File: src/rtl/ip_arb_pkg.sv
// rtl/ip_arb_pkg.sv - shared types and constants for the ip update arbiter
//
// Purpose: source encoding for the resolved ip, output register state
// encoding and the default pointer width used by ip_update_arbiter and
// ip_arb_grant.
package ip_arb_pkg;

    localparam int IP_WIDTH_DEFAULT = 8;

    // Which requester produced the value currently held in ip.
    typedef enum logic [1:0] {
        IP_SRC_NONE   = 2'b00,
        IP_SRC_A      = 2'b01,
        IP_SRC_B      = 2'b10,
        IP_SRC_MERGED = 2'b11
    } ip_src_t;

    // One-entry output register occupancy.
    typedef enum logic {
        OUT_EMPTY = 1'b0,
        OUT_FULL  = 1'b1
    } out_state_t;

endpackage

File: src/rtl/ip_arb_grant.sv
// rtl/ip_arb_grant.sv - combinational winner selection between step and jump requests
//
// Purpose: decides which requester (if any) is granted this cycle.
// Ports:
//   a_valid_i/a_ip_i   step request and target
//   b_valid_i/b_ip_i   jump request and target
//   defer_cnt_i        consecutive cycles A has lost a conflict
//   can_load_i         output register can accept a new value this cycle
//   a_gnt_o/b_gnt_o    grants (both high on a merge)
//   src_o              source code of the granted value
module ip_arb_grant
    import ip_arb_pkg::*;
#(
    parameter int IP_WIDTH  = IP_WIDTH_DEFAULT,
    parameter int MAX_DEFER = 3,
    parameter int DEFER_W   = $clog2(MAX_DEFER + 1)
) (
    input  logic                a_valid_i,
    input  logic [IP_WIDTH-1:0] a_ip_i,
    input  logic                b_valid_i,
    input  logic [IP_WIDTH-1:0] b_ip_i,
    input  logic [DEFER_W-1:0]  defer_cnt_i,
    input  logic                can_load_i,
    output logic                a_gnt_o,
    output logic                b_gnt_o,
    output ip_src_t             src_o
);

    always_comb begin
        a_gnt_o = 1'b0;
        b_gnt_o = 1'b0;
        src_o   = IP_SRC_NONE;
        if (can_load_i) begin
            if (a_valid_i && b_valid_i) begin
                if (a_ip_i == b_ip_i) begin
                    // Same target: one write satisfies both requesters.
                    a_gnt_o = 1'b1;
                    b_gnt_o = 1'b1;
                    src_o   = IP_SRC_MERGED;
                end else if (defer_cnt_i == DEFER_W'(MAX_DEFER)) begin
                    // A has lost MAX_DEFER times in a row; let it through.
                    a_gnt_o = 1'b1;
                    src_o   = IP_SRC_A;
                end else begin
                    b_gnt_o = 1'b1;
                    src_o   = IP_SRC_B;
                end
            end else if (a_valid_i) begin
                a_gnt_o = 1'b1;
                src_o   = IP_SRC_A;
            end else if (b_valid_i) begin
                b_gnt_o = 1'b1;
                src_o   = IP_SRC_B;
            end
        end
    end

endmodule

File: src/rtl/ip_update_arbiter.sv
// rtl/ip_update_arbiter.sv - merges step and jump ip updates into one ordered stream
//
// Purpose: arbitrates requester A (sequential step) against requester B
// (jump/branch) into a registered one-entry ip output. B wins conflicts,
// equal targets merge, and A is forced through after MAX_DEFER losses.
// Optional feature macro: IP_ARB_CONFLICT_COUNT_EN adds conflict_count.
// Ports:
//   clock, reset            single clock, synchronous active-high reset
//   a_valid/a_ip/a_ready    step request handshake
//   b_valid/b_ip/b_ready    jump request handshake
//   ip_valid/ip_ready/ip    resolved pointer handshake (ip registered)
//   ip_src                  source of ip: 00 none, 01 A, 10 B, 11 merged
//   conflict_count          saturating count of differing-target conflicts
module ip_update_arbiter
    import ip_arb_pkg::*;
#(
    parameter int IP_WIDTH  = IP_WIDTH_DEFAULT,
    parameter int MAX_DEFER = 3,
    parameter int RESET_IP  = 0
) (
    input  logic                clock,
    input  logic                reset,
    input  logic                a_valid,
    input  logic [IP_WIDTH-1:0] a_ip,
    output logic                a_ready,
    input  logic                b_valid,
    input  logic [IP_WIDTH-1:0] b_ip,
    output logic                b_ready,
    output logic                ip_valid,
    input  logic                ip_ready,
    output logic [IP_WIDTH-1:0] ip,
    output logic [1:0]          ip_src
`ifdef IP_ARB_CONFLICT_COUNT_EN
    ,
    output logic [15:0]         conflict_count
`endif
);

    localparam int DEFER_W = $clog2(MAX_DEFER + 1);

    out_state_t          state_q, state_d;
    logic [IP_WIDTH-1:0] ip_q, ip_d;
    ip_src_t             ip_src_q;
    logic [DEFER_W-1:0]  defer_cnt_q, defer_cnt_d;

    logic    can_load;
    logic    a_gnt, b_gnt, any_gnt;
    ip_src_t gnt_src;

    // Register is free when empty or when its value leaves this cycle.
    assign can_load = (state_q == OUT_EMPTY) || ip_ready;

    // Reset masks the grant so nothing is accepted while it is asserted.
    ip_arb_grant #(
        .IP_WIDTH  (IP_WIDTH),
        .MAX_DEFER (MAX_DEFER),
        .DEFER_W   (DEFER_W)
    ) u_grant (
        .a_valid_i   (a_valid),
        .a_ip_i      (a_ip),
        .b_valid_i   (b_valid),
        .b_ip_i      (b_ip),
        .defer_cnt_i (defer_cnt_q),
        .can_load_i  (can_load && !reset),
        .a_gnt_o     (a_gnt),
        .b_gnt_o     (b_gnt),
        .src_o       (gnt_src)
    );

    assign any_gnt = a_gnt || b_gnt;
    // On a merge both targets are equal, so taking b_ip covers it.
    assign ip_d    = b_gnt ? b_ip : a_ip;

    // Output state machine: state register.
    always_ff @(posedge clock) begin
        if (reset) begin
            state_q <= OUT_EMPTY;
        end else begin
            state_q <= state_d;
        end
    end

    // Output state machine: next-state logic.
    always_comb begin
        state_d = state_q;
        case (state_q)
            OUT_EMPTY: if (any_gnt) state_d = OUT_FULL;
            OUT_FULL:  if (ip_ready) state_d = any_gnt ? OUT_FULL : OUT_EMPTY;
            default:   state_d = OUT_EMPTY;
        endcase
    end

    // Output state machine: outputs.
    always_comb begin
        ip_valid = (state_q == OUT_FULL);
        a_ready  = a_gnt;
        b_ready  = b_gnt;
    end

    // Starvation guard for A: counts consecutive lost cycles, frozen
    // while the output register is stalled.
    always_comb begin
        defer_cnt_d = defer_cnt_q;
        if (can_load) begin
            if (!a_valid || a_gnt) begin
                defer_cnt_d = '0;
            end else if (defer_cnt_q != DEFER_W'(MAX_DEFER)) begin
                defer_cnt_d = defer_cnt_q + DEFER_W'(1);
            end
        end
    end

    // ip and ip_src keep their last value when the register empties.
    always_ff @(posedge clock) begin
        if (reset) begin
            ip_q        <= IP_WIDTH'(RESET_IP);
            ip_src_q    <= IP_SRC_NONE;
            defer_cnt_q <= '0;
        end else begin
            defer_cnt_q <= defer_cnt_d;
            if (any_gnt) begin
                ip_q     <= ip_d;
                ip_src_q <= gnt_src;
            end
        end
    end

    assign ip     = ip_q;
    assign ip_src = ip_src_q;

`ifdef IP_ARB_CONFLICT_COUNT_EN
    logic [15:0] conflict_q;

    // Counts differing-target collisions that reach arbitration; merges
    // are not conflicts.
    always_ff @(posedge clock) begin
        if (reset) begin
            conflict_q <= '0;
        end else if (a_valid && b_valid && (a_ip != b_ip) && can_load
                     && (conflict_q != 16'hFFFF)) begin
            conflict_q <= conflict_q + 16'd1;
        end
    end

    assign conflict_count = conflict_q;
`endif

endmodule

File: config.mk
export PLATFORM = sky130hd
export DESIGN_NAME = ip_update_arbiter
export DESIGN_NICKNAME = d
export VERILOG_FILES = /design/src/rtl/ip_arb_pkg.sv /design/src/rtl/ip_arb_grant.sv /design/src/rtl/ip_update_arbiter.sv
export SDC_FILE = /design/constraint.sdc
export NUM_CORES = 1
export LEC_CHECK = 0
export BUFFER_PORTS_ARGS = -buffer_cell sky130_fd_sc_hd__buf_2
export CORE_AREA = 4 4 47 49
export DETAILED_ROUTE_END_ITERATION = 8
export DIE_AREA = 0 0 51 53
export PLACE_DENSITY = 0.73
export SLEW_MARGIN = 15
export SYNTH_ARGS = -nofsm -noshare
export SYNTH_HDL_FRONTEND = slang
export SYNTH_SLANG_ARGS = --single-unit
export TNS_END_PERCENT = 5
File: constraint.sdc
create_clock -name clock -period 2.05 [get_ports clock]
set_input_delay 0.3075 -clock clock [delete_from_list [all_inputs] [get_ports clock]]
set_output_delay 0.3075 -clock clock [all_outputs]
set_load 0.01 [all_outputs]
==> metrics.txt, run 1 <==
# TYPE chip_impl_metric gauge
chip_impl_info{name="status",value="completed"} 1
chip_impl_metric{name="clkLatencyLatePin",unit="ns"} 0.28
chip_impl_info{name="critical_path.endpoint_type",value="primary output"} 1
chip_impl_metric{name="synth.avg_cell_area",unit="um2"} 8.630
chip_impl_metric{name="globalplace.congestion",unit=""} 0.8649
chip_impl_info{name="post-synth-top-count-cell",value="sky130_fd_sc_hd__nor2_1"} 1
chip_impl_metric{name="synth.ff_latch_count",unit=""} 13
chip_impl_metric{name="total_routed_length",unit="um"} 1948
chip_impl_info{name="grt_setup_unrepaired",value="false"} 1
chip_impl_metric{name="timing.final.ws_setup",unit="ns"} 0.2899
chip_impl_metric{name="finish.utilization",unit="%"} 53.16
chip_impl_metric{name="layoutNonFillerInstCount",unit=""} 151
chip_impl_metric{name="synth-async-reset-ratio",unit="%"} 0
chip_impl_metric{name="htree_levels",unit=""} 1
chip_impl_metric{name="cts_buffer_depth",unit=""} 2
chip_impl_metric{name="post-layout-total-power",unit="uW"} 575.6
chip_impl_metric{name="post-cts-setup-buffers",unit=""} 0
chip_impl_metric{name="grt_max_degree",unit=""} 16
chip_impl_metric{name="worst-r2r-setup-slack",unit="ns"} 0.52
chip_impl_metric{name="detailroute.via_count",unit=""} 769
chip_impl_info{name="critPathCapture",value="a_ready"} 1
chip_impl_metric{name="dieHeight",unit="um"} 53
chip_impl_metric{name="synth_fp_nets",unit=""} 110
chip_impl_metric{name="place.detailed.hpwl",unit="um"} 1480
chip_impl_metric{name="cts_buffers",unit=""} 3
chip_impl_info{name="list_of_most_frequent_post_synthesis_cells",value="sky130_fd_sc_hd__nor2_1, sky130_fd_sc_hd__dfxtp_1, sky130_fd_sc_hd__a211oi_1, sky130_fd_sc_hd__o221a_1, sky130_fd_sc_hd__xor2_1"} 1
chip_impl_metric{name="design.die.area",unit="um2"} 2703
chip_impl_metric{name="worst_reg_to_reg_path_cell_count",unit=""} 4
chip_impl_info{name="worst_r2r_startpoint",value="ip_valid"} 1
chip_impl_metric{name="data_required_time_of_the_worst_path",unit="ns"} 1.74
chip_impl_metric{name="ctsResizeCount",unit=""} 0
chip_impl_metric{name="first_pass_grt_wire_length",unit="um"} 3091
chip_impl_metric{name="grt_overflow_total",unit=""} 0
chip_impl_metric{name="drt_first_pass_iters",unit=""} 4
chip_impl_metric{name="maxCapViolations",unit=""} 0
chip_impl_metric{name="whs",unit="ns"} 0.3106
chip_impl_metric{name="synthDominantCellAreaShare",unit="%"} 34.27
chip_impl_metric{name="hold_violations",unit=""} 0
chip_impl_metric{name="max-vdd-ir-drop",unit="V"} 0.0002296
chip_impl_metric{name="worst_slew_pin_slew",unit="ns"} 0.4361
chip_impl_metric{name="antenna_cells",unit=""} 0
chip_impl_metric{name="setup-violations-final",unit=""} 0
chip_impl_metric{name="synthCells",unit=""} 88
chip_impl_metric{name="finalMaxSlewViolations",unit=""} 0
chip_impl_metric{name="cellLeakagePower",unit="nW"} 0.4302
chip_impl_info{name="synth_top_cells_by_area",value="sky130_fd_sc_hd__dfxtp_1, sky130_fd_sc_hd__o221a_1, sky130_fd_sc_hd__nor2_1, sky130_fd_sc_hd__xor2_1, sky130_fd_sc_hd__a211oi_1"} 1
chip_impl_metric{name="ios",unit=""} 34
chip_impl_metric{name="detailedRoute.firstIterationViolations",unit=""} 13
chip_impl_info{name="r2r-end",value="ip[5]"} 1
chip_impl_info{name="postSynth.topFlopCell",value="sky130_fd_sc_hd__dfxtp_1"} 1
chip_impl_info{name="worstSetupStartpointType",value="input pin"} 1
chip_impl_info{name="cp-startpoint",value="b_ip[7]"} 1
chip_impl_info{name="tritoncts",value="yes"} 1
chip_impl_metric{name="number_of_synthesized_flops_with_an_enable_pin",unit=""} 0
chip_impl_info{name="post-synth-top-area-cell",value="sky130_fd_sc_hd__dfxtp_1"} 1
chip_impl_metric{name="drt.antenna.violating_nets",unit=""} 0
chip_impl_metric{name="die_w",unit="um"} 51
chip_impl_metric{name="setup-tns-final",unit="ns"} 0
chip_impl_metric{name="syn_std_cell_area",unit="um2"} 759.5
chip_impl_info{name="clock-root-buffer",value="sky130_fd_sc_hd__clkbuf_4"} 1
chip_impl_metric{name="final_nets",unit=""} 147
chip_impl_metric{name="placed_cell_area",unit="um2"} 963.4
chip_impl_metric{name="clkSlewWorstSetupHoldPaths",unit="ns"} 0.09
chip_impl_metric{name="final.setup_skew",unit="ns"} 0.008067
chip_impl_metric{name="yosysWarningCount",unit=""} 0
chip_impl_metric{name="maxSlewHeadroom",unit="%"} 70.92
chip_impl_metric{name="drc_errors",unit=""} 0
chip_impl_metric{name="ratio_of_cells_with_drive_above_1_in_the_final_layout",unit="%"} 33.06
chip_impl_metric{name="cts.hold.buffers_added",unit=""} 0
chip_impl_metric{name="p_per_area",unit="nW/um2"} 581.6
chip_impl_metric{name="cp_max_fo",unit=""} 6
chip_impl_metric{name="seq_area_frac_synth",unit="%"} 34.27
chip_impl_metric{name="finalCritPeriodShare",unit="%"} 85.86
chip_impl_metric{name="fmax",unit="GHz"} 0.5682
chip_impl_metric{name="total_grt_usage",unit="%"} 15.23
chip_impl_metric{name="core_area",unit="um2"} 1862
chip_impl_info{name="crit_type",value="in2out"} 1
chip_impl_metric{name="routed_via_density",unit=""} 5.093
chip_impl_metric{name="preCtsSetupSlack",unit="ns"} 0.1737
chip_impl_info{name="hold_path.class",value="in2reg"} 1
chip_impl_metric{name="initial_utilization",unit="%"} 40.79
chip_impl_metric{name="final_cell_area",unit="um2"} 989.7
chip_impl_metric{name="critical_path_arrival",unit="ns"} 1.45
chip_impl_metric{name="num_rows",unit=""} 16
chip_impl_metric{name="antenna_violations_before_repair",unit=""} 0
chip_impl_metric{name="placed_cells_incl_taps",unit=""} 147
chip_impl_metric{name="syn2layout_area_growth",unit="%"} 30.31
chip_impl_metric{name="grt_pass1_vias",unit=""} 717
chip_impl_metric{name="finalCriticalPeriod",unit="ns"} 1.760
chip_impl_metric{name="cts_sinks",unit=""} 13
chip_impl_metric{name="ys_types",unit=""} 26
chip_impl_metric{name="buffer_ports.inserted",unit=""} 33
chip_impl_metric{name="wirelength_per_cell",unit="um"} 12.90
-- worst max-delay path, cell delays in order --
cell	delay [ns]
sky130_fd_sc_hd__buf_2	0.12
sky130_fd_sc_hd__xor2_1	0.16
sky130_fd_sc_hd__nor4_1	0.29
sky130_fd_sc_hd__nand2_1	0.19
sky130_fd_sc_hd__a31oi_1	0.22
sky130_fd_sc_hd__buf_2	0.16
-- area by class of cell --
cell class	count	area (um2)
fillers	186	872.1
clock buffers	4	26.28
repair buffers	36	187.7
well taps	27	33.78
inverters	1	3.754
flip-flops and latches	13	260.3
multi-input cells	70	478.0
-- metal layers --
metal / track usage, % / wire length (um) / part of all wire, % / up-vias
met1: 19.05 / 879 / 45 / 348
met2: 25.11 / 984 / 51 / 15
met5: 0 / 0 / 0 / -
met3: 2.254 / 66 / 3.4 / 2
met4: 8.072 / 18 / 0.92 / 0
li1: - / - / - / 404
-- how the worst min path moves through the flow --
stage	start	end	slack (ns)	cells past startpoint
after floorplan	defer_cnt_q[1]	defer_cnt_q[1]	0.45	1
after global placement	defer_cnt_q[1]	defer_cnt_q[1]	0.47	1
after CTS	a_ip[2]	ip[2]	0.31	2
after detailed placement	defer_cnt_q[1]	defer_cnt_q[1]	0.47	1
after global routing	a_ip[1]	ip[1]	0.30	2
final	a_ip[2]	ip[2]	0.31	2
-- report_power, final --
group          internal, mW  switching [mW]
sequential            0.270         0.00960
clock                0.0754          0.0845
combinational        0.0640          0.0722
-- kinds of logic (layout without fill, tap and decap cells) --
group           after synthesis  in the layout  share of synthesized area [%]
compound gates               26             26                          30.48
xor+xnor                      8              8                          9.226
fa+ha+maj                     1              1                          1.647
buf+inv                       5             41                          2.799
flops                        13             13                          34.27
simple gates                 35             35                          21.58
-- placed cells by master (no fill, tap or decap), drive strengths merged --
cell / instances
buf: 36
nor2: 20
dfxtp: 13
xor2: 8
a211oi: 8
o221a: 8
nand2: 5
clkbuf: 4
nor4: 2
nand3b: 2
a31oi: 2
a22o: 2
a21oi: 2
a41oi: 2
inv: 1
nand2b: 1
or2: 1
nor2b: 1
nor3: 1
a21o: 1
nor4b: 1
a221oi: 1
nand3: 1
ha: 1
-- state kept, by name, indices dropped and copies added (netlist names) --
signal and flops:
ip_src 2, defer_cnt_q 2, ip 8, ip_valid 1
(Power assumes the default switching activity.)
==> run 2: changes to the inputs <==
--- a/config.mk
+++ b/config.mk
@@ -5,10 +5,10 @@
 export SDC_FILE = /design/constraint.sdc
 export NUM_CORES = 1
 export LEC_CHECK = 0
-export BUFFER_PORTS_ARGS = -buffer_cell sky130_fd_sc_hd__buf_2
-export CORE_AREA = 4 4 47 49
+export BUFFER_PORTS_ARGS = -buffer_cell sky130_fd_sc_hd__buf_4
+export CORE_AREA = 2 2 45 47
 export DETAILED_ROUTE_END_ITERATION = 8
-export DIE_AREA = 0 0 51 53
+export DIE_AREA = 0 0 47 49
 export PLACE_DENSITY = 0.73
 export SLEW_MARGIN = 15
 export SYNTH_ARGS = -nofsm -noshare
==> run 2 against run 1 <==
Net effect:
- cell count fell by 0.66%
- clock skew increased by 0.0011 ns
- largest cell class unchanged
- clock-buffer cell count did not move
- first-iteration DRC count shrank 15%
- worst setup slack lost 0.036 ns
- sequential power about the same
- critical path depth unchanged
- die area decreased by 15%
==> metrics.txt, run 2 (synthesis results as in run 1) <==
# TYPE chip_impl_metric gauge
chip_impl_metric{name="max-vdd-ir-drop",unit="V"} 0.0003323
chip_impl_metric{name="finalCritPeriodShare",unit="%"} 87.62
chip_impl_metric{name="placed_cell_area",unit="um2"} 1039
chip_impl_metric{name="slowest_delay",unit="ns"} 0.31
chip_impl_metric{name="antenna_violations_before_repair",unit=""} 0
chip_impl_metric{name="place.detailed.hpwl",unit="um"} 1496
chip_impl_metric{name="ratio_of_cells_with_drive_above_1_in_the_final_layout",unit="%"} 32.52
chip_impl_metric{name="clkSlewWorstSetupHoldPaths",unit="ns"} 0.09
chip_impl_metric{name="post-cts-setup-buffers",unit=""} 0
chip_impl_info{name="cp_top_family",value="simple AND/OR/NAND/NOR gates"} 1
chip_impl_metric{name="cts_sinks",unit=""} 13
chip_impl_metric{name="critPathBufInv",unit=""} 2
chip_impl_metric{name="buffer_ports.inserted",unit=""} 33
chip_impl_info{name="worst_path_most_repeated_cell",value="sky130_fd_sc_hd__buf_4"} 1
chip_impl_metric{name="worst_slew_pin_slew",unit="ns"} 0.5103
chip_impl_metric{name="grt_pass1_vias",unit=""} 746
chip_impl_metric{name="critical_path_arrival",unit="ns"} 1.49
chip_impl_info{name="crit_type",value="in2out"} 1
chip_impl_metric{name="worst-r2r-setup-slack",unit="ns"} 0.39
chip_impl_metric{name="final_cell_area",unit="um2"} 1065
chip_impl_metric{name="setup-tns-final",unit="ns"} 0
chip_impl_metric{name="dieHeight",unit="um"} 49
chip_impl_metric{name="drc_errors",unit=""} 0
chip_impl_metric{name="cts_buffers",unit=""} 3
chip_impl_metric{name="detailedRoute.firstIterationViolations",unit=""} 11
chip_impl_metric{name="htree_levels",unit=""} 1
chip_impl_metric{name="die_w",unit="um"} 47
chip_impl_metric{name="routed_via_density",unit=""} 5.253
chip_impl_metric{name="ctsResizeCount",unit=""} 0
chip_impl_metric{name="grt_overflow_total",unit=""} 0
chip_impl_metric{name="cp_max_fo",unit=""} 8
chip_impl_metric{name="grt_max_degree",unit=""} 16
chip_impl_metric{name="drt.antenna.violating_nets",unit=""} 0
chip_impl_info{name="clock-root-buffer",value="sky130_fd_sc_hd__clkbuf_4"} 1
chip_impl_metric{name="antenna_cells",unit=""} 0
chip_impl_metric{name="total_grt_usage",unit="%"} 18.99
chip_impl_metric{name="cellLeakagePower",unit="nW"} 0.4464
chip_impl_metric{name="setup-violations-final",unit=""} 0
chip_impl_info{name="status",value="completed"} 1
chip_impl_metric{name="total_routed_length",unit="um"} 1980
chip_impl_metric{name="fillers",unit=""} 187
chip_impl_metric{name="detailroute.via_count",unit=""} 788
chip_impl_info{name="critical_path.endpoint_type",value="primary output"} 1
chip_impl_metric{name="hold_violations",unit=""} 0
chip_impl_info{name="hold_path.class",value="in2reg"} 1
chip_impl_metric{name="data_required_time_of_the_worst_path",unit="ns"} 1.74
chip_impl_metric{name="p_per_area",unit="nW/um2"} 569.2
chip_impl_metric{name="cts.hold.buffers_added",unit=""} 0
chip_impl_metric{name="finish.utilization",unit="%"} 57.81
chip_impl_metric{name="first_pass_grt_wire_length",unit="um"} 3318
chip_impl_metric{name="post-layout-total-power",unit="uW"} 606.0
chip_impl_info{name="grt_setup_unrepaired",value="false"} 1
chip_impl_metric{name="wirelength_per_cell",unit="um"} 13.20
chip_impl_metric{name="maxCapViolations",unit=""} 0
chip_impl_metric{name="drt_first_pass_iters",unit=""} 4
chip_impl_metric{name="initial_utilization",unit="%"} 41.24
chip_impl_metric{name="final.setup_skew",unit="ns"} 0.009214
chip_impl_metric{name="num_rows",unit=""} 16
chip_impl_info{name="most-common-layout-cells",value="sky130_fd_sc_hd__buf_4, sky130_fd_sc_hd__nor2_1, sky130_fd_sc_hd__dfxtp_1"} 1
chip_impl_metric{name="clkLatencyLatePin",unit="ns"} 0.29
chip_impl_metric{name="cts_buffer_depth",unit=""} 2
chip_impl_metric{name="core_area",unit="um2"} 1842
chip_impl_metric{name="design.die.area",unit="um2"} 2303
chip_impl_metric{name="finalCriticalPeriod",unit="ns"} 1.796
chip_impl_metric{name="fmax",unit="GHz"} 0.5567
chip_impl_info{name="slowest_cell_on_the_critical_path",value="sky130_fd_sc_hd__nor4_1"} 1
chip_impl_info{name="final_common_cell",value="sky130_fd_sc_hd__buf_4"} 1
chip_impl_metric{name="largest_register_ffs",unit=""} 8
chip_impl_metric{name="globalplace.congestion",unit=""} 0.7671
chip_impl_metric{name="syn2layout_area_growth",unit="%"} 40.20
chip_impl_info{name="timing.critical_path.cells",value="buf_4, xor2_1, nor4_1, nand2_1, a31oi_1, buf_4"} 1
chip_impl_info{name="tritoncts",value="yes"} 1
chip_impl_metric{name="ios",unit=""} 34
chip_impl_metric{name="maxSlewHeadroom",unit="%"} 65.79
chip_impl_metric{name="finalMaxSlewViolations",unit=""} 0
chip_impl_info{name="worstSetupStartpointType",value="input pin"} 1
chip_impl_metric{name="final_nets",unit=""} 146
==> run 2: cell types whose count changed in the layout (fill, tap and decap cells not counted) <==
cell / change
sky130_fd_sc_hd__buf_4: +32
sky130_fd_sc_hd__buf_2: -33
==> run 2: cell type report <==
class | instances | area, um2 | share of cell area (%)
inverter | 1 | 3.754 | 0.3525
sequential | 13 | 260.3 | 24.44
multi-input combinational | 70 | 478.0 | 44.89
tap | 27 | 33.78 | 3.173
timing repair buffer | 35 | 262.8 | 24.68
clock buffer | 4 | 26.28 | 2.468
==> run 2: power by group <==
| part | switching, mW | total (mW) | internal, mW |
|---|---|---|---|
| Sequential | 0.00987 | 0.280 | 0.270 |
| Clock | 0.0925 | 0.168 | 0.0756 |
| Combinational | 0.0739 | 0.158 | 0.0841 |
| Total | 0.176 | 0.606 | 0.430 |
==> run 2: metrics by stage <==
step,setup WS [ns],std cells,hold WS (ns)
6_report,0.2538,150,0.2886
5_1_grt,0.1211,150,0.2884
4_1_cts,0.2609,150,0.2843
3_5_place_dp,0.1540,146,0.4859
3_3_place_gp,0.1307,146,0.4789
2_1_floorplan,0.4328,88,0.4534
==> run 2: final timing paths <==
path                                  endpoint  cells past startpoint           start
worst max register to register           ip[3]                      4        ip_valid
worst max-delay path                   b_ready                      6         b_ip[4]
worst min register to register  defer_cnt_q[1]                      1  defer_cnt_q[1]
worst min-delay path                     ip[7]                      2         a_ip[7]
==> run 2: layer usage <==
layer  wire length, um  global-route usage, %
met1               889                  25.79
met2               970                  29.68
met3                79                  1.481
met4                42                  8.333
met5                 0                      0
==> run 3: changes to the inputs <==
--- a/config.mk
+++ b/config.mk
@@ -6,12 +6,13 @@
 export NUM_CORES = 1
 export LEC_CHECK = 0
 export BUFFER_PORTS_ARGS = -buffer_cell sky130_fd_sc_hd__buf_4
-export CORE_AREA = 2 2 45 47
+export CORE_AREA = 2 2 44 46
 export DETAILED_ROUTE_END_ITERATION = 8
-export DIE_AREA = 0 0 47 49
-export PLACE_DENSITY = 0.73
+export DIE_AREA = 0 0 46 48
+export PLACE_DENSITY = 0.75
 export SLEW_MARGIN = 15
 export SYNTH_ARGS = -nofsm -noshare
 export SYNTH_HDL_FRONTEND = slang
+export SYNTH_HIERARCHICAL = 1
 export SYNTH_SLANG_ARGS = --single-unit
 export TNS_END_PERCENT = 5
==> run 3 against run 2 <==
Net effect:
- sequential power about the same
- cell count decreased by 10%
- utilization increased by 5.6 points
- hold slack improved by 0.0022 ns
- combinational power about the same
- clock skew decreased by 0.0031 ns
- worst setup slack worse by 0.15 ns
- sequential share of layout area fell by 0.14 points
- via count shrank 11%
- critical path type unchanged
- critical endpoint unchanged
- highest routed layer unchanged
==> metrics.txt, run 3 <==
# TYPE chip_impl_metric gauge
chip_impl_metric{name="drt_first_pass_iters",unit=""} 4
chip_impl_metric{name="largest_register_ffs",unit=""} 8
chip_impl_metric{name="clkLatencyLatePin",unit="ns"} 0.27
chip_impl_metric{name="syn_std_cell_area",unit="um2"} 754.5
chip_impl_info{name="most-common-layout-cells",value="sky130_fd_sc_hd__buf_4, sky130_fd_sc_hd__dfxtp_1, sky130_fd_sc_hd__nor2_1"} 1
chip_impl_metric{name="holdPathStages",unit=""} 3
chip_impl_metric{name="cts_sinks",unit=""} 13
chip_impl_metric{name="wirelength_per_cell",unit="um"} 12.99
chip_impl_metric{name="cts_buffers",unit=""} 3
chip_impl_metric{name="buffer_ports.inserted",unit=""} 33
chip_impl_metric{name="seq_area_frac_synth",unit="%"} 34.49
chip_impl_metric{name="clkSlewWorstSetupHoldPaths",unit="ns"} 0.08
chip_impl_metric{name="total_grt_usage",unit="%"} 17.09
chip_impl_metric{name="synth.ff_latch_count",unit=""} 13
chip_impl_metric{name="place.detailed.hpwl",unit="um"} 1398
chip_impl_metric{name="preCtsSetupSlack",unit="ns"} -0.03126
chip_impl_info{name="post-synth-top-area-cell",value="sky130_fd_sc_hd__dfxtp_1"} 1
chip_impl_metric{name="finalCritPeriodShare",unit="%"} 95.00
chip_impl_metric{name="data_required_time_of_the_worst_path",unit="ns"} 1.74
chip_impl_info{name="crit_type",value="in2out"} 1
chip_impl_metric{name="htree_levels",unit=""} 1
chip_impl_info{name="worst_path_most_repeated_cell",value="sky130_fd_sc_hd__buf_4"} 1
chip_impl_metric{name="drt.antenna.violating_nets",unit=""} 0
chip_impl_metric{name="grt_pass1_vias",unit=""} 618
chip_impl_metric{name="maxCapViolations",unit=""} 0
chip_impl_info{name="status",value="completed"} 1
chip_impl_info{name="critical_path.endpoint_type",value="primary output"} 1
chip_impl_metric{name="globalplace.congestion",unit=""} 0.7352
chip_impl_metric{name="critical_path_arrival",unit="ns"} 1.64
chip_impl_info{name="hold_path.class",value="in2reg"} 1
chip_impl_metric{name="num_rows",unit=""} 15
chip_impl_metric{name="antenna_cells",unit=""} 0
chip_impl_metric{name="maxSlewHeadroom",unit="%"} 80.46
chip_impl_metric{name="ctsResizeCount",unit=""} 0
chip_impl_info{name="clock-root-buffer",value="sky130_fd_sc_hd__clkbuf_4"} 1
chip_impl_metric{name="number_of_synthesized_flops_with_an_enable_pin",unit=""} 0
chip_impl_metric{name="worst_slew_pin_slew",unit="ns"} 0.2904
chip_impl_info{name="postSynth.topFlopCell",value="sky130_fd_sc_hd__dfxtp_1"} 1
chip_impl_metric{name="fmax",unit="GHz"} 0.5135
chip_impl_metric{name="synthCells",unit=""} 79
chip_impl_metric{name="timing.final.ws_setup",unit="ns"} 0.1025
chip_impl_info{name="worstSetupStartpointType",value="input pin"} 1
chip_impl_metric{name="finalMaxSlewViolations",unit=""} 0
chip_impl_metric{name="initial_utilization",unit="%"} 44.67
chip_impl_metric{name="yosysWarningCount",unit=""} 6
chip_impl_metric{name="final_nets",unit=""} 141
chip_impl_metric{name="worst_reg_to_reg_path_cell_count",unit=""} 8
chip_impl_metric{name="design.die.area",unit="um2"} 2208
chip_impl_metric{name="ios",unit=""} 34
chip_impl_metric{name="post-layout-total-power",unit="uW"} 591.6
chip_impl_metric{name="drc_errors",unit=""} 0
chip_impl_metric{name="die_w",unit="um"} 46
chip_impl_metric{name="final.setup_skew",unit="ns"} 0.006112
chip_impl_metric{name="worst-r2r-setup-slack",unit="ns"} 0.36
chip_impl_metric{name="synth-async-reset-ratio",unit="%"} 0
chip_impl_metric{name="hold_violations",unit=""} 0
chip_impl_metric{name="setup-violations-final",unit=""} 0
chip_impl_metric{name="whs",unit="ns"} 0.2907
chip_impl_metric{name="max-vdd-ir-drop",unit="V"} 0.0003782
chip_impl_metric{name="detailedRoute.firstIterationViolations",unit=""} 20
chip_impl_metric{name="first_pass_grt_wire_length",unit="um"} 2615
chip_impl_metric{name="routed_via_density",unit=""} 5.200
chip_impl_metric{name="ratio_of_cells_with_drive_above_1_in_the_final_layout",unit="%"} 44.92
chip_impl_metric{name="core_area",unit="um2"} 1689
chip_impl_metric{name="grt_overflow_total",unit=""} 0
chip_impl_metric{name="syn2layout_area_growth",unit="%"} 41.96
chip_impl_metric{name="slowest_delay",unit="ns"} 0.32
chip_impl_metric{name="cp_max_fo",unit=""} 4
chip_impl_metric{name="total_routed_length",unit="um"} 1753
chip_impl_info{name="post-synth-top-count-cell",value="sky130_fd_sc_hd__dfxtp_1"} 1
chip_impl_metric{name="p_per_area",unit="nW/um2"} 552.4
chip_impl_metric{name="post-cts-setup-buffers",unit=""} 0
chip_impl_metric{name="synthDominantCellAreaShare",unit="%"} 34.49
chip_impl_metric{name="cts.hold.buffers_added",unit=""} 0
chip_impl_info{name="list_of_most_frequent_post_synthesis_cells",value="sky130_fd_sc_hd__dfxtp_1, sky130_fd_sc_hd__nor2_1, sky130_fd_sc_hd__mux2i_1, sky130_fd_sc_hd__xor2_1, sky130_fd_sc_hd__nand2_1"} 1
chip_impl_info{name="synth_top_cells_by_area",value="sky130_fd_sc_hd__dfxtp_1, sky130_fd_sc_hd__mux2i_1, sky130_fd_sc_hd__mux2_4, sky130_fd_sc_hd__xor2_1, sky130_fd_sc_hd__nor2_1"} 1
chip_impl_metric{name="synth.avg_cell_area",unit="um2"} 9.550
chip_impl_info{name="final_common_cell",value="sky130_fd_sc_hd__buf_4"} 1
chip_impl_info{name="tritoncts",value="yes"} 1
chip_impl_metric{name="cts_buffer_depth",unit=""} 2
chip_impl_metric{name="grt_max_degree",unit=""} 15
chip_impl_metric{name="antenna_violations_before_repair",unit=""} 0
chip_impl_info{name="slowest_cell_on_the_critical_path",value="sky130_fd_sc_hd__nor4_1"} 1
chip_impl_info{name="grt_setup_unrepaired",value="false"} 1
chip_impl_metric{name="finalCriticalPeriod",unit="ns"} 1.948
chip_impl_metric{name="fillers",unit=""} 145
chip_impl_metric{name="ys_types",unit=""} 22
chip_impl_info{name="timing.critical_path.cells",value="buf_4, xor2_1, nor4_1, nand2_1, buf_4, a41oi_2, buf_4"} 1
chip_impl_metric{name="synth_fp_nets",unit=""} 101
chip_impl_metric{name="detailroute.via_count",unit=""} 702
chip_impl_metric{name="dieHeight",unit="um"} 48
chip_impl_metric{name="cellLeakagePower",unit="nW"} 0.4962
## run 3: changes by cell type after synthesis, sizes merged, moves of 4 or more
cell / change
a211oi: -8
mux2: +8
mux2i: +8
nor2: -9
o21ai: +4
o221a: -8
## run 3: through the flow
step | area [um2] | utilization, % | std cells | TNS [ns]
2_1_floorplan | 760.7 | - | 79 | 0
3_3_place_gp | 1045 | 61.85 | 131 | -0.01474
3_5_place_dp | 1045 | 61.85 | 131 | -0.04778
4_1_cts | 1071 | 63.41 | 135 | 0
5_1_grt | 1071 | 63.41 | 135 | 0
6_report | 1071 | 63.41 | 135 | 0
## run 3: worst max-delay path: cells and delay by family
kind | cells | cell delay, ns
XOR/XNOR | 1 | 0.15
AND/OR/NAND/NOR | 2 | 0.45
AO/OA/AOI/OAI | 1 | 0.28
buffers and inverters | 3 | 0.45
## run 3: kinds of logic after synthesis
group | share of synthesized area, %
adders and majority gates | 1.658
muxes | 25.04
AOI/OAI and AO/OA | 8.956
DFF | 34.49
and+or+nand+nor | 15.59
xor gates and xnor gates | 9.287
buffers and inverters | 4.974
## run 3: area by class of cell
type                            count  area [um2]  share of cell area [%]
Clock buffer                        4       26.28                   2.453
Sequential cell                    13       260.3                   24.30
Multi-Input combinational cell     61       462.9                   43.22
Tap cell                           17       21.27                   1.986
Timing Repair Buffer               40       300.3                   28.04
## run 3: path summary, 6_finish.rpt
check                               start        end
worst max-delay path              b_ip[5]    b_ready
worst max register to register   ip_valid      ip[6]
worst min-delay path              b_ip[0]      ip[0]
worst min register to register  ip_src[0]  ip_src[0]
## run 3: routing by layer
| layer | global-route usage [%] | wire [um] | vias up |
|---|---|---|---|
| met2 | 30.00 | 913 | 28 |
| met1 | 19.02 | 706 | 318 |
| li1 | - | - | 352 |
| met3 | 4.528 | 115 | 4 |
| met5 | 0 | 0 | - |
| met4 | 8.571 | 18 | 0 |
## run 3: report_power, final
part | leakage [nW] | switching, mW | total [mW] | internal (mW)
Clock | 0.0150 | 0.0788 | 0.154 | 0.0752
Sequential | 0.107 | 0.00984 | 0.278 | 0.268
Combinational | 0.375 | 0.0672 | 0.160 | 0.0924
